==> src/rtl/cnn_pkg.sv <==
// Shared definitions for the first CNN layer: data width, pool scheduler
// states and the geometry helpers derived from image side N and kernel side M.
package cnn_pkg;

    localparam int DW = 13;

    typedef enum logic [2:0] {
        ST_IDLE = 3'd0,
        ST_READ = 3'd1,
        ST_LAST = 3'd2,
        ST_EMIT = 3'd3,
        ST_DONE = 3'd4
    } pool_state_t;

    function automatic int fmap_w(input int n, input int m);
        return n - m + 1;
    endfunction

    function automatic int pool_p(input int n, input int m);
        return fmap_w(n, m) / 2;
    endfunction

    // Widths are clamped to 1 so degenerate geometries still elaborate.
    function automatic int addr_w(input int n, input int m);
        int w;
        w = fmap_w(n, m);
        return (w * w > 1) ? $clog2(w * w) : 1;
    endfunction

    function automatic int idx_w(input int n, input int m);
        int p;
        p = pool_p(n, m);
        return (p * p > 1) ? $clog2(p * p) : 1;
    endfunction

endpackage

==> src/rtl/pool_sched_win_max.sv <==
// Running signed maximum over one pooling window: load takes the first datum,
// acc replaces the held value only when the new datum is strictly greater.
module win_max
    import cnn_pkg::*;
#(
    parameter int DW = cnn_pkg::DW
) (
    input  logic                 clk,
    input  logic                 load,
    input  logic                 acc,
    input  logic signed [DW-1:0] din,
    output logic signed [DW-1:0] max_q
);

    always_ff @(posedge clk) begin
        if (load)
            max_q <= din;
        else if (acc && (din > max_q))
            max_q <= din;
    end

endmodule

==> src/rtl/pool_sched.sv <==
// 2x2 stride-2 max-pool window scheduler over a synchronous-read feature buffer.
// Optional build macro POOL_RELU_EN clamps negative pooled values to zero.
module pool_sched
    import cnn_pkg::*;
#(
    parameter int N  = 16,
    parameter int M  = 5,
    parameter int DW = cnn_pkg::DW,
    localparam int W  = fmap_w(N, M),
    localparam int P  = pool_p(N, M),
    localparam int AW = addr_w(N, M),
    localparam int IW = idx_w(N, M)
) (
    input  logic                 clk,
    input  logic                 rst,
    input  logic                 start,
    output logic                 busy,
    output logic                 done,
    output logic                 rd_en,
    output logic [AW-1:0]        rd_addr,
    input  logic signed [DW-1:0] rd_data,
    output logic                 out_valid,
    input  logic                 out_ready,
    output logic signed [DW-1:0] out_data,
    output logic [IW-1:0]        out_idx
);

    localparam int RW = (P > 1) ? $clog2(P) : 1;

    pool_state_t          state;
    logic [RW-1:0]        row;
    logic [RW-1:0]        col;
    logic [1:0]           phase;
    logic                 load;
    logic                 acc;
    logic signed [DW-1:0] max_q;
    logic signed [DW-1:0] win_val;

    function automatic logic signed [DW-1:0] rectify(input logic signed [DW-1:0] v);
`ifdef POOL_RELU_EN
        return (v < 0) ? '0 : v;
`else
        return v;
`endif
    endfunction

    // Read data lags the strobe by one cycle, so phase p folds datum p-1.
    assign load = (state == ST_READ) && (phase == 2'd1);
    assign acc  = (state == ST_READ) && (phase >= 2'd2);

    win_max #(.DW(DW)) u_win_max (
        .clk   (clk),
        .load  (load),
        .acc   (acc),
        .din   (rd_data),
        .max_q (max_q)
    );

    assign win_val   = (rd_data > max_q) ? rd_data : max_q;
    assign busy      = (state != ST_IDLE);
    assign done      = (state == ST_DONE);
    assign rd_en     = (state == ST_READ);
    assign out_valid = (state == ST_EMIT);

    always_comb begin
        int a;
        a = 2 * int'(row) * W + 2 * int'(col) + (phase[1] ? W : 0) + int'(phase[0]);
        rd_addr = '0;
        if (state == ST_READ)
            rd_addr = AW'(a);
    end

    always_ff @(posedge clk) begin
        if (!rst) begin
            state    <= ST_IDLE;
            row      <= '0;
            col      <= '0;
            phase    <= '0;
            out_data <= '0;
            out_idx  <= '0;
        end else begin
            case (state)
                ST_IDLE: begin
                    if (start) begin
                        state <= ST_READ;
                        row   <= '0;
                        col   <= '0;
                        phase <= '0;
                    end
                end
                ST_READ: begin
                    phase <= phase + 2'd1;
                    if (phase == 2'd3)
                        state <= ST_LAST;
                end
                ST_LAST: begin
                    out_data <= rectify(win_val);
                    out_idx  <= IW'(int'(row) * P + int'(col));
                    state    <= ST_EMIT;
                end
                ST_EMIT: begin
                    if (out_ready) begin
                        phase <= '0;
                        if (col == RW'(P - 1)) begin
                            col <= '0;
                            if (row == RW'(P - 1)) begin
                                state <= ST_DONE;
                            end else begin
                                row   <= row + 1'b1;
                                state <= ST_READ;
                            end
                        end else begin
                            col   <= col + 1'b1;
                            state <= ST_READ;
                        end
                    end
                end
                ST_DONE: state <= ST_IDLE;
                default: state <= ST_IDLE;
            endcase
        end
    end

endmodule
==> config.mk <==
export PLATFORM = sky130hd
export DESIGN_NAME = pool_sched
export DESIGN_NICKNAME = d
export VERILOG_FILES = /design/src/rtl/cnn_pkg.sv /design/src/rtl/pool_sched_win_max.sv /design/src/rtl/pool_sched.sv
export SDC_FILE = /design/constraint.sdc
export NUM_CORES = 1
export LEC_CHECK = 0
export ABC_AREA = 1
export ABC_CLOCK_PERIOD_IN_PS = 1750
export BUFFER_PORTS_ARGS = -buffer_cell sky130_fd_sc_hd__buf_2
export CAP_MARGIN = 20
export CORE_MARGIN = 8
export CORE_UTILIZATION = 30
export CTS_BUF_LIST = sky130_fd_sc_hd__clkbuf_2
export DETAILED_ROUTE_END_ITERATION = 16
export SYNTH_ARGS = -nofsm -noshare
export SYNTH_HDL_FRONTEND = slang
export SYNTH_HIERARCHICAL = 1
export SYNTH_SLANG_ARGS = --single-unit
==> constraint.sdc <==
create_clock -name clk -period 1.75 [get_ports clk]
set_input_delay 0.0875 -clock clk [delete_from_list [all_inputs] [get_ports clk]]
set_output_delay 0.0875 -clock clk [all_outputs]
set_load 0.005 [all_outputs]
== Word level (Yosys, flattened, before mapping) ==
Index checks and enable logic that the tools add are counted.
Word-level totals
  register bits after elaboration: 43
  latch bits: 0
  RAM bits: 0
  memory bits (read-only): 0
  bits of input ports: 17
  word-level logic and storage cells: 65
  memories kept: 0
Operators by class
  add/subtract/negate cells: 7
  multipliers: 2
  div/mod/pow operators: 0
  order comparisons: 2
  equality and inequality tests: 13
  shifts and indexed selects: 0
  multiplexer cells: 22
  bitwise gates (word level): 0
  reduce and logical (&&, ||, !) cells: 12
Operators by type and width (number)
  two-way mux 13 bit: 3
  two-way mux 3 bit: 11
  adder 8 x 4 -> 8 bit: 2
  > comparator 13 bit: 1
  case mux 3 bit (2 select lines): 2
  case mux 3 bit (4 select lines): 1
  multiplier 3 x 2 -> 5 bit (second input constant): 2
  == test 3 bit (second input constant): 3
  AND reduction 3 bit: 3
  adder 8 x 1 -> 8 bit: 1
  two-way mux 8 bit: 1
  adder 3 x 1 -> 3 bit (second input constant): 2
  adder 6 x 3 -> 6 bit: 1
  == test 3 x 2 -> 1 bit (second input constant): 2
  inequality test 2 x 1 -> 1 bit (second input constant): 3
  case mux 2 bit (3 select lines): 1
  nonzero test 3 bit: 2
  AND reduction 5 bit: 1
  two-way mux 2 bit: 2
  two-way mux 4 bit: 1
  inequality test 2 bit (second input constant): 2
  nonzero test 2 bit: 2
  == test 3 x 1 -> 1 bit (second input constant): 1
  logical AND 1 bit: 3
  5 further kinds: 5

== Depth between registers and ports, before layout ==
  word-level depth: 5
  depth in mapped cells: 14
  mapped depth without buffers: 13

== Modules after synthesis ==
Netlist, hierarchy kept.
Modules (own cells, without submodules)
  pool_sched: instances 1, cells each 323, area each 2373.5 um^2
  win_max: instances 1, cells each 83, area each 792.0 um^2

== Least setup slack after synthesis ==
OpenSTA, ideal clock, no wires.
  path kind: register -> register
  start point: register state[2]
  end point: register u_win_max.max_q[0] (enable)
  setup time: 0.356 ns
  arrival: 1.586 ns
  setup slack: -0.192 ns
  stages on the path, launching flop included: 10
  buffers on the path: 1
  cells stage by stage: dfxtp_1 -> inv_1 -> nand2_1 -> nor2_1 -> inv_1 -> clkbuf_1 -> nor2_1 -> a21boi_0 -> nand3_1 -> nand2_1
Between the ends
  longest elaborated chain between the ends: 4
RTL lines
  from (decl): line pool_sched.sv:30  | pool_state_t state;
  from (signal assigned): line pool_sched.sv:75  | state <= ST_IDLE;
  from (signal assigned): line pool_sched.sv:85  | state <= ST_READ;
  from (signal assigned): line pool_sched.sv:94  | state <= ST_LAST;
  == test 3 x 1 -> 1 bit
  via rd_en: line pool_sched.sv:19  | output logic rd_en,
  logical AND 1 bit: line pool_sched.sv:49  | assign acc = (state == ST_READ) && (phase >= 2'd2);
  via acc: line pool_sched.sv:35  | logic acc;
  logical AND 1 bit: line pool_sched_win_max.sv:18  | else if (acc && (din > max_q))
  nonzero test 2 bit (no line)
  to (signal assigned): line pool_sched_win_max.sv:17  | max_q <= din;
  to (signal assigned): line pool_sched_win_max.sv:19  | max_q <= din;
  to (decl): line pool_sched_win_max.sv:12  | output logic signed [DW-1:0] max_q
The timed path passes the listed nets, and every way through them passes these cells.
A chain may end at the register's enable or synchronous reset.

== Worst setup path after layout ==
  start point: register col[2]
  end point: output rd_addr[7]
Between the ends
  longest elaborated chain between the ends: 4
RTL lines
  from (decl): line pool_sched.sv:32  | logic [RW-1:0] col;
  from (signal assigned): line pool_sched.sv:113  | col <= col + 1'b1;
  adder 8 x 4 -> 8 bit (2 in a row): line pool_sched.sv:67  | a = 2 * int'(row) * W + 2 * int'(col) + (phase[1] ? W : 0) + int'(phase[0]);
  adder 8 x 1 -> 8 bit: line pool_sched.sv:67
  two-way mux 8 bit: line pool_sched.sv:69  | if (state == ST_READ)
  to (decl): line pool_sched.sv:20  | output logic [AW-1:0] rd_addr,
Every way passes these cells.

==> flow_metrics.env <==
export IMPL_outcome="finished, violations left"
export IMPL_violations="setup timing"
export IMPL_antenna_left=0
export IMPL_cts_max_path_buffers=2
export IMPL_insertion_delay_ns=0.43
export IMPL_post_route_period_util=1.37
export IMPL_setup_viol_count_final=32
export IMPL_finalMaxSlewViolations=0
export IMPL_drive_gt1_frac=0.493
export IMPL_netlist_instances=406
export IMPL_synth_nets=465
export IMPL_gr_max_usage_layer="met2"
export IMPL_drc=0
export IMPL_synth_seq_cells=43
export IMPL_port_buffers=47
export IMPL_ys_top_cells_by_area="dfxtp_1 (19%), ha_1 (15%), edfxtp_1 (12%), inv_1 (9.6%), nand2_1 (9.0%)"
export IMPL_min_period_ns=2.40
export IMPL_fin_skew_ns=0.0286
export IMPL_r2r_start="u_win_max/max_q[6]"
export IMPL_wl_um=8510
export IMPL_grtUsageMet1=0.142
export IMPL_yosys_warnings=6
export IMPL_dr_pass1_iters=7
export IMPL_critPathLaunch="col[2]"
export IMPL_cts_inserted_buffers=5
export IMPL_synth_adder_area_share=0.175
export IMPL_dp_hpwl_um=6290
export IMPL_grtUsageMet2=0.205
export IMPL_synth_compound_area_frac=0.0885
export IMPL_fin_tns_setup_ns=-5.08
export IMPL_viasPerCell=4.50
export IMPL_clock_sinks=43
export IMPL_placementRows=37
export IMPL_grt_usage=0.117
export IMPL_grt_overflow_total=0
export IMPL_cts_max_level=2
export IMPL_fin_ws_ns=-0.655
export IMPL_final_nets=577
export IMPL_routedWlPerCell_um=13.0
export IMPL_clockRootBuffer="clkbuf_2"
export IMPL_hold_path_class="input pin to flop"
export IMPL_die_area_mm2=0.0141
export IMPL_p_leak_uw=0.00211
export IMPL_crit_chain="fa_1, ha_4, inv_2, fa_2, inv_2, a21oi_2, nor3_2, buf_2"
export IMPL_rsz0062_at_grt="true"
export IMPL_gp_congestion=0.829
export IMPL_power_density_mw_per_mm2=846
export IMPL_start_util=0.308
export IMPL_syn_avg_cell_area_um2=7.80
export IMPL_synthDistinctLibCells=34
export IMPL_vias=2949
export IMPL_tightestPinTransition_ns=0.364
export IMPL_core_area_mm2=0.0103
export IMPL_ys_seq_area_frac=0.313
export IMPL_critPathMaxStageDelay_ns=0.57
export IMPL_grt_max_degree=22
export IMPL_max_cap_viol_count=0
export IMPL_antenna_found_initial=1
export IMPL_hold_viol=0
export IMPL_worstSetupStartpointType="flop"
export IMPL_synth_area_mm2=0.00317
export IMPL_synth_edf_count=13
export IMPL_end_kind="output pin"
export IMPL_hold_start="rd_data[7]"
export IMPL_max_slew_margin=0.755
export IMPL_required_ns=1.66
export IMPL_finish_utilization=0.447
export IMPL_cp_arrival_ns=2.32
export IMPL_critical_path_top_delay_family="adder cells"
export IMPL_yosysMostFrequentCell="inv_1"
export IMPL_netlist_area_leader_share=0.190
export IMPL_grt_pass1_wl_um=13900
export IMPL_whs_ns=0.104
export IMPL_synth_mux_area_frac=0
export IMPL_grt_pass1_vias=2983
export IMPL_synth_top_family_by_area="simple AND/OR/NAND/NOR gates"
export IMPL_crit_type="flop to output pin"
export IMPL_drt_initial_drc_count=114
export IMPL_crit_buf_inv=3
export IMPL_synth_common_cells="inv_1 (81), nand2_1 (76), ha_1 (38)"
export IMPL_clk_pin_slew_worst_paths_ns=0.23
export IMPL_ir_drop_v=0.000352
export IMPL_area_delta_synth_final_pct=45.2
export IMPL_fmax_mhz=416
export IMPL_cp_slowest_cell="fa_1"
export IMPL_synthSimpleGateAreaFrac=0.291
export IMPL_gr_usage_met3=0.0205
export IMPL_synth_xor_area_frac=0.0138
export IMPL_dp_slack_ns=-0.146
export IMPL_floorplan_die_height_um=119
export IMPL_path_max_fanout=3
export IMPL_cts_tree="built"
export IMPL_async_reset_ff_frac=0
export IMPL_crit_top_cell="inv_2"
export IMPL_ios=48
export IMPL_synth_main_ff_cell="dfxtp_1"
export IMPL_synth_largest_area_cell="dfxtp_1"
export IMPL_die_width_um=119
## where the power goes
| group | total (µW) | switching, µW | internal [µW] |
|---|---|---|---|
| Sequential | 1300 | 103 | 1200 |
| Clock | 429 | 339 | 90.1 |
| Combinational | 2160 | 1190 | 969 |
| Total | 3890 | 1630 | 2260 |
## path summary, 6_finish.rpt
path | depth (start not counted) | to | slack (ns)
max | 8 | rd_addr[7] | -0.65
min | 5 | out_data[7] | 0.10
max reg2reg | 13 | out_data[9] | -0.16
min reg2reg | 2 | out_data[4] | 0.49
## metal layers
metal / up-vias / part of all wire
li1: 1533 / -
met1: 1364 / 0.46
met2: 46 / 0.50
met3: 6 / 0.028
met4: 0 / 0.012
met5: - / 0
## metrics by stage
step,instances,cell area [µm²],total power (µW)
CTS,650,4380,3740
detailed placement,616,3860,3080
finish,656,4600,3890
global placement,616,3860,3030
global route,656,4600,4230
floorplan,406,3230,2430
## layout by cell type (no fill, tap or decap), drive strengths merged
cell type	n
nand3	26
clkbuf	5
a211oi	1
o211ai	1
nor4	1
nor3b	4
a21oi	32
buf	98
clkinv	1
dlygate4sd3	15
or2	3
a21boi	1
nor2	29
dfxtp	30
o21ai	9
diode	1
and3	1
o221ai	1
inv	86
xor2	5
nand4	14
clkinvlp	1
ha	38
nand2	94
fa	4
edfxtp	13
nor3	5
a31oi	1
## cells by family (layout without fill, tap and decap cells)
| group | Yosys count | in the layout |
|---|---|---|
| AOI/OAI and AO/OA | 46 | 46 |
| xor gates and xnor gates | 5 | 5 |
| adders and majority gates | 42 | 42 |
| buffers and inverters | 95 | 206 |
| other | 0 | 1 |
| DFF | 43 | 43 |
| and+or+nand+nor | 175 | 177 |
## state kept, by name (all words and copies together), names as in the netlist
name / cells
u_win_max/max_q: 13
row: 3
col: 3
phase: 2
out_data: 13
out_idx: 6
state: 3
## worst min-delay path: cells and delay by family
family | cells | cell delay [ns]
and+or+nand+nor | 2 | 0.19
AOI/OAI and AO/OA | 1 | 0.04
buffers and inverters | 2 | 0.18
## layout make-up
type                            instances  area (µm²)
Clock inverter                          3        15.0
Clock buffer                            5        25.0
Sequential cell                        43         998
Timing Repair Buffer                  113         807
Fill cell                             973        5680
Multi-Input combinational cell        270        2260
Inverter                               85         319
Tap cell                              136         170
Antenna cell                            1        2.50
## timing repair
action                                  in CTS  in global routing
pin swaps                                   33                 33
endpoints found under the setup margin      35                 43
gates cloned                                 4                  0
hold buffers                                15                  0
buffers inserted                             7                  5
gates resized for setup                     56                 49
endpoints found under the hold margin       21                  0
(Power assumes the default switching activity.)
